### config.mk
export PLATFORM = sky130hd
export DESIGN_NAME = mips_bus_arbiter
export DESIGN_NICKNAME = d
export VERILOG_FILES = /design/src/rtl/mips_bus_pkg.sv /design/src/rtl/mips_bus_watchdog.sv /design/src/rtl/mips_bus_arbiter.sv
export SDC_FILE = /design/constraint.sdc
export NUM_CORES = 1
export LEC_CHECK = 0
export ABC_AREA = 1
export CAP_MARGIN = 10
export CORE_ASPECT_RATIO = 1.5
export CORE_MARGIN = 2
export CORE_UTILIZATION = 34
export CTS_CLUSTER_DIAMETER = 80
export CTS_CLUSTER_SIZE = 28
export DETAILED_ROUTE_END_ITERATION = 6
export PLACE_DENSITY = 0.8
export SLEW_MARGIN = 20
export SYNTH_ARGS = -nofsm -noshare
export SYNTH_HDL_FRONTEND = slang
export SYNTH_HIERARCHICAL = 1
export SYNTH_SLANG_ARGS = --single-unit
export TNS_END_PERCENT = 5
### constraint.sdc
create_clock -name clk -period 2.01 [get_ports clk]
set_input_delay 0.402 -clock clk [delete_from_list [all_inputs] [get_ports clk]]
set_output_delay 0.402 -clock clk [all_outputs]
set_load 0.01 [all_outputs]
### src/rtl/mips_bus_pkg.sv
// Shared types and constants for the MIPS two-master bus arbiter.
package mips_bus_pkg;

  typedef enum logic [1:0] {
    IDLE   = 2'd0,
    BUSY_I = 2'd1,
    BUSY_D = 2'd2
  } arb_state_e;

  typedef enum logic {
    MID_I = 1'b0,
    MID_D = 1'b1
  } master_e;

  localparam logic [31:0] BUS_ERR_DATA = 32'hDEADBEEF;

endpackage

### src/rtl/mips_bus_watchdog.sv
// Slave-stall watchdog: counts stalled BUSY cycles and flags the one that hits the limit.
module mips_bus_watchdog #(
  parameter int unsigned TIMEOUT_CYCLES = 1024
) (
  input  logic clk,
  input  logic reset,
  input  logic clear,
  input  logic enable,
  output logic expired
);

  localparam int unsigned   CW    = (TIMEOUT_CYCLES > 2) ? $clog2(TIMEOUT_CYCLES) : 1;
  localparam logic [CW-1:0] LIMIT = CW'(TIMEOUT_CYCLES - 1);

  logic [CW-1:0] count;

  // Fires during the stalled cycle that would make the count reach the limit.
  assign expired = (TIMEOUT_CYCLES != 0) && enable && (count == LIMIT);

  always_ff @(posedge clk or negedge reset) begin
    if (!reset)                   count <= '0;
    else if (clear)               count <= '0;
    else if (enable && !expired)  count <= count + 1'b1;
  end

endmodule

### src/rtl/mips_bus_arbiter.sv
// Arbitrates instruction-fetch and data masters onto one Avalon-style memory bus.
// Define MIPS_ARB_ROUND_ROBIN_EN for round-robin on simultaneous requests (default: data master wins).
module mips_bus_arbiter
  import mips_bus_pkg::*;
#(
  parameter int unsigned TIMEOUT_CYCLES = 1024
) (
  input  logic        clk,
  input  logic        reset,
  input  logic [31:0] i_address,
  input  logic        i_read,
  output logic        i_waitrequest,
  output logic [31:0] i_readdata,
  input  logic [31:0] d_address,
  input  logic        d_read,
  input  logic        d_write,
  input  logic [31:0] d_writedata,
  input  logic [3:0]  d_byteenable,
  output logic        d_waitrequest,
  output logic [31:0] d_readdata,
  output logic [31:0] address,
  output logic        read,
  output logic        write,
  output logic [31:0] writedata,
  output logic [3:0]  byteenable,
  input  logic        waitrequest,
  input  logic [31:0] readdata,
  output logic        bus_error
);

  arb_state_e  state;
  master_e     gnt, pick;
  logic        i_req, d_req, any_req, busy, stall, done, expired, grant;
  logic [31:0] rdata_ret;

`ifdef MIPS_ARB_ROUND_ROBIN_EN
  master_e last_gnt;
`endif

  assign i_req     = i_read;
  assign d_req     = d_read | d_write;
  assign any_req   = i_req | d_req;
  assign busy      = (state != IDLE);
  assign gnt       = (state == BUSY_D) ? MID_D : MID_I;
  assign grant     = (state == IDLE) && any_req;
  assign stall     = busy & waitrequest;
  assign done      = busy & (~waitrequest | expired);
  assign rdata_ret = expired ? BUS_ERR_DATA : readdata;

`ifdef MIPS_ARB_ROUND_ROBIN_EN
  assign pick = (d_req && (!i_req || last_gnt == MID_I)) ? MID_D : MID_I;
`else
  assign pick = d_req ? MID_D : MID_I;
`endif

  always_ff @(posedge clk or negedge reset) begin
    if (!reset) begin
      state      <= IDLE;
      address    <= '0;
      writedata  <= '0;
      byteenable <= '0;
      read       <= 1'b0;
      write      <= 1'b0;
`ifdef MIPS_ARB_ROUND_ROBIN_EN
      last_gnt   <= MID_I;
`endif
    end else begin
      case (state)
        IDLE: begin
          if (any_req) begin
            if (pick == MID_D) begin
              state      <= BUSY_D;
              address    <= d_address;
              writedata  <= d_writedata;
              byteenable <= d_byteenable;
              // A simultaneous read+write request is treated as a write.
              write      <= d_write;
              read       <= d_read & ~d_write;
            end else begin
              state      <= BUSY_I;
              address    <= i_address;
              writedata  <= '0;
              byteenable <= 4'b1111;
              write      <= 1'b0;
              read       <= 1'b1;
            end
`ifdef MIPS_ARB_ROUND_ROBIN_EN
            last_gnt <= pick;
`endif
          end
        end
        BUSY_I, BUSY_D: begin
          if (done) begin
            state <= IDLE;
            read  <= 1'b0;
            write <= 1'b0;
          end
        end
        default: begin
          state <= IDLE;
          read  <= 1'b0;
          write <= 1'b0;
        end
      endcase
    end
  end

  mips_bus_watchdog #(
    .TIMEOUT_CYCLES(TIMEOUT_CYCLES)
  ) u_watchdog (
    .clk     (clk),
    .reset   (reset),
    .clear   (grant),
    .enable  (stall),
    .expired (expired)
  );

  // Response path is combinational so the master sees completion in the same cycle as the slave.
  always_comb begin
    i_waitrequest = 1'b1;
    d_waitrequest = 1'b1;
    i_readdata    = '0;
    d_readdata    = '0;
    if (busy && gnt == MID_I) begin
      i_waitrequest = ~done;
      if (done) i_readdata = rdata_ret;
    end
    if (busy && gnt == MID_D) begin
      d_waitrequest = ~done;
      if (done) d_readdata = rdata_ret;
    end
  end

  assign bus_error = expired;

endmodule

# Word level (Yosys, flattened, before mapping)
# Index checks and enable logic that the tools add are counted.
# W data, S select, Z words.
[totals]
out_inout_bits = 137
elab_cells = 59
inputBits = 138
ff_bits = 82
[op_classes]
eq_ne = 5
n_bitwise = 10
add_sub_neg = 1
muxes = 24
n_reduce_logical = 12
[op_table]
columns = ["operator", "count"]
rows = [
  ["$mux W32", 6],
  ["$mux W10", 2],
  ["$add A10 B1 Y10 const B", 1],
  ["$eq A10 B10 Y1 const B", 1],
  ["$mux W1", 9],
  ["$mux W2", 3],
  ["$logic_and A1 B1 Y1", 5],
  ["$mux W4", 1],
  ["$ne A2 B2 Y1 const B", 2],
  ["$not A1 Y1", 4],
  ["$pmux W1 S2", 2],
  ["$pmux W2 S2", 1],
  ["$reduce_and A2 Y1", 2],
  ["$reduce_bool A2 Y1", 2],
  ["$and A1 B1 Y1", 3],
  ["$or A1 B1 Y1", 3],
  ["$eq A2 B1 Y1 const B", 1],
  ["$eq A2 B2 Y1 const B", 1],
  ["$logic_not A2 Y1", 1],
  ["$reduce_or A2 Y1", 1],
  ["$logic_not A1 Y1", 1],
]

# Logic depth before layout (Yosys ltp)
# Gate-level depths: netlist of the first run.
[logic_depth]
ltp_word = 7
ltp_mapped = 12
depth_no_buf = 12

# By module
# Netlist of the first run, hierarchy kept.
[modules_own_cells]
columns = ["module", "area_per_inst_um2", "cells_each", "seq_area_each_um2", "n_inst"]
rows = [
  ["mips_bus_arbiter", 3748.6, 543, 1801.7, 1],
  ["mips_bus_watchdog", 675.6, 91, 250.2, 1],
]

# Least setup slack after synthesis of the first run
# No wires, ideal clock.
[synth_timing]
path_kind = "reg-to-output"
from = "reg state[1]"
to = "out d_readdata[24]"
required_ns = 1.608
arrival_ns = 2.123
n_path_buf = 1
slack_ns = -0.515
path_stages_with_launch = 11
cell_sequence = "dfrtp_1 -> inv_1 -> ha_1 -> nor2_1 -> inv_1 -> nor2_1 -> inv_2 -> a21oi_1 -> nand2_1 -> buf_2 -> nor3_1"
[synth_via]
elab_chain_len = 7
word_cells_on_any_way = 11
cone_classes = "eq/ne (1); mux (4); bitwise (3); reduce/logical (3)"
[synth_lines]
columns = ["item", "line", "text"]
rows = [
  ["start: declaration", "mips_bus_arbiter.sv:31", "arb_state_e state;"],
  ["start signal: assignment", "mips_bus_arbiter.sv:58", "state <= IDLE;"],
  ["start signal: assignment", "mips_bus_arbiter.sv:72", "state <= BUSY_D;"],
  ["start signal: assignment", "mips_bus_arbiter.sv:80", "state <= BUSY_I;"],
  ["$reduce_bool A2 Y1 *", "mips_bus_arbiter.sv:43", "assign busy = (state != IDLE);"],
  ["$and A1 B1 Y1 *", "mips_bus_arbiter.sv:46", "assign stall = busy & waitrequest;"],
  ["via stall", "mips_bus_arbiter.sv:33", "logic i_req, d_req, any_req, busy, stall, done, expired, grant;"],
  ["$logic_and A1 B1 Y1 *", "mips_bus_watchdog.sv:18", "assign expired = (TIMEOUT_CYCLES != 0) && enable && (count == LIMIT);"],
  ["via bus_error", "mips_bus_arbiter.sv:28", "output logic bus_error"],
  ["$or A1 B1 Y1", "mips_bus_arbiter.sv:47", "assign done = busy & (~waitrequest | expired);"],
  ["$and A1 B1 Y1", "mips_bus_arbiter.sv:47", ""],
  ["$mux W32 *", "mips_bus_arbiter.sv:130", "if (done) d_readdata = rdata_ret;"],
  ["$mux W32 *", "mips_bus_arbiter.sv:128", "if (busy && gnt == MID_D) begin"],
  ["end: declaration", "mips_bus_arbiter.sv:20", "output logic [31:0] d_readdata,"],
]
# The timed path passes the listed nets; every way through them passes the cells marked *.

# Worst setup path in the final report of the first run
[layout_timing]
from = "reg u_watchdog.count[0]"
to = "out d_readdata[31]"
[layout_via]
elab_chain_len = 6
word_cells_on_any_way = 7
cone_classes = "eq/ne (1); mux (3); bitwise (2); reduce/logical (1)"
[layout_lines]
columns = ["item", "line", "text"]
rows = [
  ["start: declaration", "mips_bus_watchdog.sv:15", "logic [CW-1:0] count;"],
  ["start signal: assignment", "mips_bus_watchdog.sv:23", "else if (enable && !expired) count <= count + 1'b1;"],
  ["$eq A10 B10 Y1 *", "mips_bus_watchdog.sv:18", ""],
  ["$logic_and A1 B1 Y1 *", "mips_bus_watchdog.sv:18", ""],
  ["$or A1 B1 Y1", "mips_bus_arbiter.sv:47", ""],
  ["$and A1 B1 Y1", "mips_bus_arbiter.sv:47", ""],
  ["$mux W32 *", "mips_bus_arbiter.sv:130", ""],
  ["$mux W32 *", "mips_bus_arbiter.sv:128", ""],
]
# Every way passes the cells marked *; elsewhere a longest branch is shown, timed or not.

==> results of run 1 <==
==> layout by cell type, fill, tap and decap left out, drive strengths merged <==
cell           Yosys  routed
nand2            331     331
bufinv             0       2
nor3              18      18
ha                 5       5
nand3             22      22
o21ai              2       2
clkdlybuf4s50      0     206
clkbuf             3      14
a21oi             53      53
xor2               3       3
nor2              30      30
clkinvlp           0       1
dlygate4sd3        0       1
clkinv             2       4
inv               55      55
buf               28     112
dfrtp             82      82
==> where the power goes <==
group / switching (W) / internal [W] / total [W] / leakage, nW
Combinational: 0.00287 / 0.00264 / 0.00551 / 2.99
Clock: 0.000648 / 0.00112 / 0.00177 / 0.156
Sequential: 0.000377 / 0.00238 / 0.00276 / 1.02
==> cells by family after synthesis <==
group                      Yosys count  share of synthesized area, %
and+or+nand+nor                    401                          36.5
buffers and inverters               88                          8.77
DFF                                 82                          46.4
AOI/OAI and AO/OA                   55                          6.39
adders and majority gates            5                          1.41
xor gates and xnor gates             3                         0.594
==> worst reg2reg max path: cells and delay by family (launching register included) <==
kind	cells	cell delay [ps]
buffers and inverters	6	760
flip-flops	1	380
AO/OA/AOI/OAI	1	250
adder cells (fa/ha/maj)	1	160
AND/OR/NAND/NOR	2	130
==> sequential cells by signal (all words and copies together), names as in the netlist <==
name and cells:
state 2, writedata 32, u_watchdog/count 10, byteenable 4, read 1, address 32
write 1
==> per-stage QoR <==
stage | TNS [ps] | instance area [sq um]
after floorplan | -3680 | 4790
after global placement | -49580 | 7980
after detailed placement | -52720 | 7980
after CTS | -29020 | 8050
after global routing | -42590 | 8160
final | -32100 | 8160
==> area by class of cell <==
type	instances	area, sq um	share of cell area [%]
Clock inverter	5	77.6	0.951
Clock buffer	11	243	2.98
Tap cell	159	199	2.44
Inverter	57	214	2.62
Timing Repair Buffer	322	2980	36.5
Sequential cell	82	2050	25.2
Multi-Input combinational cell	464	2390	29.4
==> worst max path at each step <==
stage	startpoint	endpoint	slack, ps
floorplan	u_watchdog/count[0]$_DFFE_PN0P_	d_readdata[24]	-80
global placement	waitrequest	d_readdata[22]	-780
detailed placement	waitrequest	d_readdata[22]	-850
CTS	u_watchdog/count[0]$_DFFE_PN0P_	d_readdata[1]	-560
global route	u_watchdog/count[1]$_DFFE_PN0P_	d_readdata[15]	-680
finish	u_watchdog/count[0]$_DFFE_PN0P_	d_readdata[31]	-540
==> repair_timing <==
item / in CTS / in global routing
buffers inserted: 1 / 1
gates cloned: 0 / 2
endpoints found under the hold margin: 11 / 0
setup endpoints to repair: 67 / 67
pin swaps: 1 / 4
hold buffers: 1 / 0
gates resized for setup: 269 / 19
==> layer usage <==
layer  vias up  track usage (%)  wire [um]
li1       2540                -          -
met3        37             5.16        879
met2       182             41.4       8880
met5         -                0          0
met4         0             11.3        612
met1      2320             24.8       5980
==> key figures, run 1 <==
GRT
  – Vias in the first global route: 4,908
  – Total track usage: 22.7%
  – Total gr overflow: 0
  – Pin count of the biggest net entering global routing: 54
  – First-pass GRT wire length: 25,200 um
  – Initial antenna violation count: 0

Pwr
  – PwrDens: 1230 nW/um^2
  – Worst VDD drop: 0.595 mV
  – Leakage: 4.16 nW
  – Tot Pwr: 0.0100 W

STA
  – Tmin final: 2550 ps
  – Setup violators final: 66
  – Worst Max-Slew Pin Slew: 366 ps
  – Post-route setup slack: -539 ps
  – Slew Limit Fails: 0
  – FMAX: 392 MHz
  – RSZ-0062 raised after global routing: true
  – Slew HR: 75.6%
  – Period utilization: 127%
  – Final hold viol count: 0
  – WHS: 451 ps
  – Setup Skew: 9.05 ps

Synth
  – Area contributors post-synth: dfrtp_1 (46%), nand2_1 (28%), a21oi_1 (5.8%), inv_1 (4.2%), buf_2 (2.4%)
  – Largest area contributor in the netlist: dfrtp_1
  – Share of the synthesized area in the top cell type: 46.4%
  – Ranking of synthesized cells by instance count: nand2_1 (328), dfrtp_1 (82), a21oi_1 (51)
  – Synth Instances: 634
  – Syn. warnings: 6
  – FFs w/ async S/R, synth: 100%
  – Post-synth EDFFs: 0
  – Netlist cell types: 24
  – Most common cell in the netlist: nand2_1
  – Post-synthesis sequential area ratio: 46.4%
  – Seq cells post-synth: 82
  – Mapped Nets: 777
  – Synthesized area: 4420 sq um
  – Ys flop type: dfrtp_1
  – Synth Area per Inst: 6.98 sq um

Finish
  – Layout cells sized above 1: 23.3%
  – Ant diodes: 0
  – Area Growth Syn to Fin: 84.3%
  – Final nets: 1,079
  – Final core utilization: 63.6%
  – Non-filler cells, final: 1,100
  – Fillers: 1,111

Critical path
  – CP dominant cell by count: nor2_4
  – Crit start category: flip-flop
  – CP max FO: 12
  – Arr. time, crit path: 2150 ps
  – Reg-to-reg endpoint: writedata[0]$_DFFE_PN0P_
  – Critical Path End Type: output port
  – CP Depth: 11
  – Reg2Reg Setup Slack: 230 ps
  – R2R Path Start: state[0]$_DFFE_PN0P_
  – Critical Path RT: 1610 ps
  – Max incr delay on CP: 360 ps
  – Worst Path Buf+Inv: 3
  – Crit path kind: reg -> out
  – Crit-path slowest cell: dfrtp_1
  – CP cell instances: ha_2 -> nand2_2 -> nor2_4 -> nand3_4 -> nor2_4 -> inv_2 -> a21oi_4 -> nand2_4 -> clkbuf_16 -> a21oi_1 -> buf_2
  – Worst R2R Path Depth: 10
  – Worst path top cell family by delay: simple AND/OR/NAND/NOR gates

Die
  – Die ar.: 14,000 sq um
  – Core Region: 12,800 sq um
  – Cell Rows: 51
  – I/O pin count: 275
  – Die Wd: 97.1 um
  – Starting Density: 34.5%
  – Die height: 144 um

Placed design
  – HPWL Detailed: 12,300 um
  – Place WS: -848 ps
  – Final RePlAce weighted congestion: 0.886
  – Dpl cells: 1,079
  – # port buffers: 274

Drt
  – Routed vias: 5,079
  – 1st-iter DRT viols: 200
  – Avg WL per Cell: 14.9 um
  – DR DRC count: 0
  – Via-per-instance ratio: 4.62
  – First-pass detailed-route iteration total: 5
  – Routed wire length: 16,400 um
  – Post-DRT Antenna Nets: 0

Clocking
  – Worst-Skew Late Latency: 330 ps
  – Max Root-Sink Buffers: 2
  – CTS root buf: clkbuf_16
  – # H-tree levels: 3
  – CTS Sinks: 82
  – CTS tree: yes
  – CTS buffer count: 9
  – Reg clk slew, reported paths: 60 ps

Job
  – Max cap viols: 0

Run status
  – Failing checks: setup timing
  – Outcome: finished with violations

Hold path
  – Hold Path Class: in -> async
No activity file was read; power rests on OpenSTA's default activity.
==> run 2: changes to the inputs <==
- CELL_PAD_IN_SITES_DETAIL_PLACEMENT: default -> 1
- CELL_PAD_IN_SITES_GLOBAL_PLACEMENT: default -> 1
- CORE_MARGIN: 2 -> default
- CORE_UTILIZATION: 34 -> 22
- PLACE_DENSITY: 0.8 -> 0.79
==> key figures, run 2 (same netlist as run 1, synthesis figures left out) <==
Finish
  – Area Growth Syn to Fin: 87.0%
  – Commonest non-fill, non-tap cell in the layout: nand2_1
  – Most frequent cells in the layout: nand2_1 (324), clkdlybuf4s50_1 (206), dfrtp_1 (82)
  – Fillers: 2,376
  – Final nets: 1,080
  – Ant diodes: 0
  – Largest regs: address: 32 flops, writedata: 32 flops, u_watchdog/count: 10 flops
  – Non-filler cells, final: 1,202
  – Layout cells sized above 1: 23.2%

Clocking
  – CTS buffer count: 9
  – # hold bufs at CTS: 0
  – CTS Sinks: 82
  – Reg clk slew, reported paths: 60 ps
  – CTS tree: yes
  – Worst-Skew Late Latency: 340 ps
  – Max Root-Sink Buffers: 2
  – # H-tree levels: 3
  – CTS root buf: clkbuf_16

Die
  – Cell Rows: 63
  – Die height: 176 um
  – Die Wd: 118 um
  – Die ar.: 20,700 sq um
  – I/O pin count: 275
  – Core Region: 19,700 sq um
  – Starting Density: 22.5%

Drt
  – Routed wire length: 17,900 um
  – Wl on met1: 6710 um
  – Via-per-instance ratio: 4.27
  – 1st-iter DRT viols: 100
  – Routed vias: 5,136
  – Post-DRT Antenna Nets: 0
  – DR DRC count: 0
  – Top Metal Used: met4
  – WL met2: 9480 um
  – First-pass detailed-route iteration total: 4
  – Avg WL per Cell: 14.9 um
  – Met3 wire length: 1340 um

Critical path
  – Crit path from: u_watchdog/count[0]$_DFFE_PN0P_
  – Critical Path RT: 1610 ps
  – Arr. time, crit path: 2070 ps
  – Max incr delay on CP: 360 ps
  – CP cell instances: ha_2 -> nand2_2 -> nor2_4 -> nand3_4 -> nor2_4 -> inv_2 -> a21oi_4 -> nand2_2 -> buf_12 -> a21oi_1 -> buf_2
  – Worst Path Buf+Inv: 3
  – R2R Path Start: state[0]$_DFFE_PN0P_
  – Crit start category: flip-flop
  – Crit-path slowest cell: dfrtp_1
  – Worst path top cell family by delay: simple AND/OR/NAND/NOR gates
  – Critical Path End Type: output port
  – CP max FO: 25
  – Crit path kind: reg -> out

STA
  – Setup violators final: 66
  – Setup Skew: 8.62 ps
  – Slew Limit Fails: 0
  – Slew HR: 68.3%
  – Period utilization: 123%
  – RSZ-0062 raised after global routing: true
  – Post-route setup slack: -459 ps
  – Final hold viol count: 0
  – FMAX: 405 MHz
  – Tmin final: 2470 ps
  – Worst Max-Slew Pin Slew: 476 ps

Pwr
  – Clock Power Share: 19.2%
  – PwrDens: 1230 nW/um^2
  – Worst VDD drop: 0.469 mV
  – Combinational share of power: 53.4%
  – Reg power frac: 27.4%
  – Tot Pwr: 0.0101 W
  – Leakage: 4.15 nW
  – Internal cell power: 0.00620 W
  – Net Sw Power: 0.00394 W
  – Sw Ratio: 38.9%

GRT
  – Total gr overflow: 0
  – Pin count of the biggest net entering global routing: 83
  – Total track usage: 17.6%
  – Vias in the first global route: 5,429
  – First-pass GRT wire length: 28,500 um
  – Initial antenna violation count: 0

Placed design
  – Dpl cells: 1,185
  – Place WS: -855 ps
  – Final RePlAce weighted congestion: 0.814
  – # port buffers: 274
  – HPWL Detailed: 14,000 um

Hold path
  – Hold Path Class: in -> async

Run status
  – Failing checks: setup timing
  – Outcome: finished with violations

Job
  – Max cap viols: 0
## run 2: changes by cell type in the layout (fill, tap and decap cells not counted), sizes merged
| cell | change |
|---|---|
| clkinv | -1 |
| dlygate4sd3 | -1 |
| clkbuf | -4 |
| clkinvlp | +1 |
| bufinv | +1 |
| buf | +5 |
## run 2: layout make-up
class                      instances  area, sq um  share of cell area [%]
sequential                        82         2050                    24.8
clock buffer                      10          239                    2.89
multi-input combinational        464         2370                    28.7
tap                              260          325                    3.93
clock inverter                     6          114                    1.38
timing repair buffer             323         2960                    35.7
inverter                          57          214                    2.59
## run 2: final timing paths
kind,cells past startpoint,to,slack [ps]
setup / recovery,11,i_readdata[31],-460
hold / removal,2,writedata[17]$_DFFE_PN0P_,80
setup reg to reg,10,address[12]$_DFFE_PN0P_,280
hold reg to reg,2,address[30]$_DFFE_PN0P_,470
max in group asynchronous,2,write$_DFFE_PN0P_,1540
min in group clk,2,address[30]$_DFFE_PN0P_,470
## run 2: per-stage QoR
step                      cell area (sq um)  setup TNS (ps)  utilization (%)  hold slack (ps)
after floorplan                        4790           -3680                -              106
after global placement                 8160          -50780             41.4              453
after detailed placement               8160          -53330             41.4              459
after CTS                              8240          -30020             41.8              102
after global routing                   8270          -36310             42.0              117
final                                  8270          -28180             42.0             82.6
## run 2: repair_timing
action	in CTS	in global routing
gates resized for setup	275	8
setup buffers	1	0
cloned	0	0
pin swaps	1	1
setup endpoints to repair	67	66
## run 2: worst reg2reg max path, delay by kind of cell, from the launching register on
kind / cells / cell delay (ps)
buf+inv: 6 / 700
simple gates: 2 / 140
compound gates: 1 / 240
fa+ha+maj: 1 / 170
flops: 1 / 370
## run 2: routing by layer
| metal | global-route usage [%] | up-vias |
|---|---|---|
| met5 | 0 | - |
| met4 | 5.82 | 0 |
| met3 | 5.23 | 19 |
| met2 | 33.6 | 206 |
| met1 | 17.9 | 2380 |
| li1 | - | 2531 |
## run 2: power by group through the flow
stage               Combinational [W]  Clock (W)  Sequential (W)
finish                        0.00541    0.00195         0.00278
global route                  0.00596    0.00207         0.00288
CTS                           0.00552    0.00202         0.00280
detailed placement            0.00565          0         0.00281
global placement              0.00553          0         0.00277
floorplan                     0.00225          0         0.00311
==> run 3: changes to the inputs <==
- CORE_MARGIN: default -> 2
==> key figures, run 3 (same netlist as run 1, synthesis figures left out) <==
Placed design
  – Place WS: -878 ps
  – Final RePlAce weighted congestion: 0.801
  – Dpl cells: 1,185
  – HPWL Detailed: 15,000 um
  – # port buffers: 274
  – Post-DP Area: 8160 sq um

GRT
  – First-pass GRT wire length: 29,200 um
  – Initial antenna violation count: 0
  – Vias in the first global route: 5,571
  – Total track usage: 17.7%
  – Total gr overflow: 0
  – Pin count of the biggest net entering global routing: 43

Drt
  – Avg WL per Cell: 15.8 um
  – 1st-iter DRT viols: 126
  – Routed wire length: 19,000 um
  – Routed vias: 5,255
  – Via-per-instance ratio: 4.36
  – First-pass detailed-route iteration total: 4
  – DR DRC count: 0
  – Post-DRT Antenna Nets: 0

Critical path
  – R2R Path Start: state[0]$_DFFE_PN0P_
  – Arr. time, crit path: 2190 ps
  – Crit path kind: reg -> out
  – Critical Path End Type: output port
  – Reg2Reg Setup Slack: 250 ps
  – CP max FO: 12
  – Worst Path Buf+Inv: 3
  – Max incr delay on CP: 360 ps
  – Worst R2R Path Depth: 9
  – Crit start category: flip-flop
  – Reg-to-reg endpoint: address[8]$_DFFE_PN0P_
  – Critical Path RT: 1610 ps
  – CP cell instances: ha_2 -> nand2_2 -> nor2_4 -> nand3_4 -> nor2_4 -> inv_2 -> a21oi_4 -> nand2_4 -> clkbuf_16 -> a21oi_2 -> buf_2
  – Crit-path slowest cell: dfrtp_1
  – Worst path top cell family by delay: simple AND/OR/NAND/NOR gates
  – CP dominant cell by count: nor2_4

Die
  – Starting Density: 22.4%
  – Core Region: 19,800 sq um
  – I/O pin count: 275
  – Die Wd: 120 um
  – Die ar.: 21,300 sq um
  – Die height: 178 um
  – Cell Rows: 63

Clocking
  – CTS buffer count: 9
  – CTS Sinks: 82
  – Worst-Skew Late Latency: 330 ps
  – CTS tree: yes
  – # H-tree levels: 3
  – CTS root buf: clkbuf_16
  – Max Root-Sink Buffers: 2
  – Reg clk slew, reported paths: 60 ps

Run status
  – Failing checks: setup timing
  – Outcome: finished with violations

Finish
  – Area Growth Syn to Fin: 87.3%
  – Final core utilization: 41.9%
  – Commonest non-fill, non-tap cell in the layout: nand2_1
  – Final nets: 1,086
  – Design area: 8290 sq um
  – Most frequent cells in the layout: nand2_1 (324), clkdlybuf4s50_1 (206), dfrtp_1 (82)
  – Largest regs: address: 32 flops, writedata: 32 flops, u_watchdog/count: 10 flops
  – Fillers: 2,433
  – Layout cells sized above 1: 23.4%
  – Ant diodes: 0
  – Non-filler cells, final: 1,204

STA
  – Setup Skew: 3.32 ps
  – Worst Max-Slew Pin Slew: 561 ps
  – Slew Limit Fails: 0
  – FMAX: 386 MHz
  – Setup violators final: 66
  – Post-route setup slack: -581 ps
  – Slew HR: 62.5%
  – Tmin final: 2590 ps
  – Final hold viol count: 0
  – Period utilization: 129%
  – RSZ-0062 raised after global routing: true

Pwr
  – Worst VDD drop: 0.532 mV
  – Leakage: 4.18 nW
  – PwrDens: 1210 nW/um^2

Hold path
  – Hold Path Class: reg -> reg
  – Hold EP: writedata[24]$_DFFE_PN0P_
  – Hold Crit Start: writedata[24]$_DFFE_PN0P_
  – Hold Path Depth: 2

Job
  – Max cap viols: 0
## run 3: worst max path at each step
stage                                     from        endpoint  slack (ps)  cells after the start
3_3_place_gp                       waitrequest   d_readdata[0]        -800                     11
3_5_place_dp                       waitrequest   i_readdata[0]        -880                     11
6_report       u_watchdog/count[0]$_DFFE_PN0P_  i_readdata[12]        -580                     11
4_1_cts        u_watchdog/count[0]$_DFFE_PN0P_   i_readdata[0]        -570                     11
5_1_grt        u_watchdog/count[0]$_DFFE_PN0P_   i_readdata[9]        -680                     11
2_1_floorplan  u_watchdog/count[0]$_DFFE_PN0P_  d_readdata[24]         -80                     10
## run 3: tightest hold or removal path, stage by stage (launching register included)
cell and delay [ps]:
dfrtp_1 340, nand2_1 50, nand2_1 40
## run 3: layout make-up
| class | instances | area (sq um) | share of cell area, % |
|---|---|---|---|
| clock buffer | 11 | 233 | 2.81 |
| clock inverter | 1 | 30.0 | 0.362 |
| inverter | 57 | 214 | 2.58 |
| multi-input combinational | 464 | 2390 | 28.9 |
| sequential | 82 | 2050 | 24.8 |
| tap | 260 | 325 | 3.93 |
| timing repair buffer | 329 | 3040 | 36.7 |
## run 3: stage by stage
stage          hold WS (ps)  TNS, ps  power [W]
3_3_place_gp            305   -51060    0.00838
5_1_grt                 497   -42190     0.0108
3_5_place_dp            310   -54010    0.00855
4_1_cts                 472   -35410     0.0101
6_report                469   -34470     0.0100
2_1_floorplan           106    -3680    0.00536
## run 3: routing by layer
layer | wire length (um) | GRT usage [%] | part of all wire (%)
met3 | 1630 | 5.27 | 8.6
met2 | 10100 | 34.0 | 53
met4 | 858 | 8.68 | 4.5
met5 | 0 | 0 | 0
met1 | 6430 | 17.0 | 34
## run 3: where the power goes
group	switching, W	leakage, nW	internal, W
logic	0.00300	3.03	0.00266
registers	0.000398	1.02	0.00239
clock network	0.000618	0.127	0.000936
total	0.00401	4.18	0.00599
## run 3: what timing repair did
item	in CTS	in global routing
gates resized for setup	283	6
setup endpoints to repair	67	67
hold buffers	1	0
pin swaps	5	2
hold endpoints to repair	18	0
cloned	1	1
setup buffers	2	2
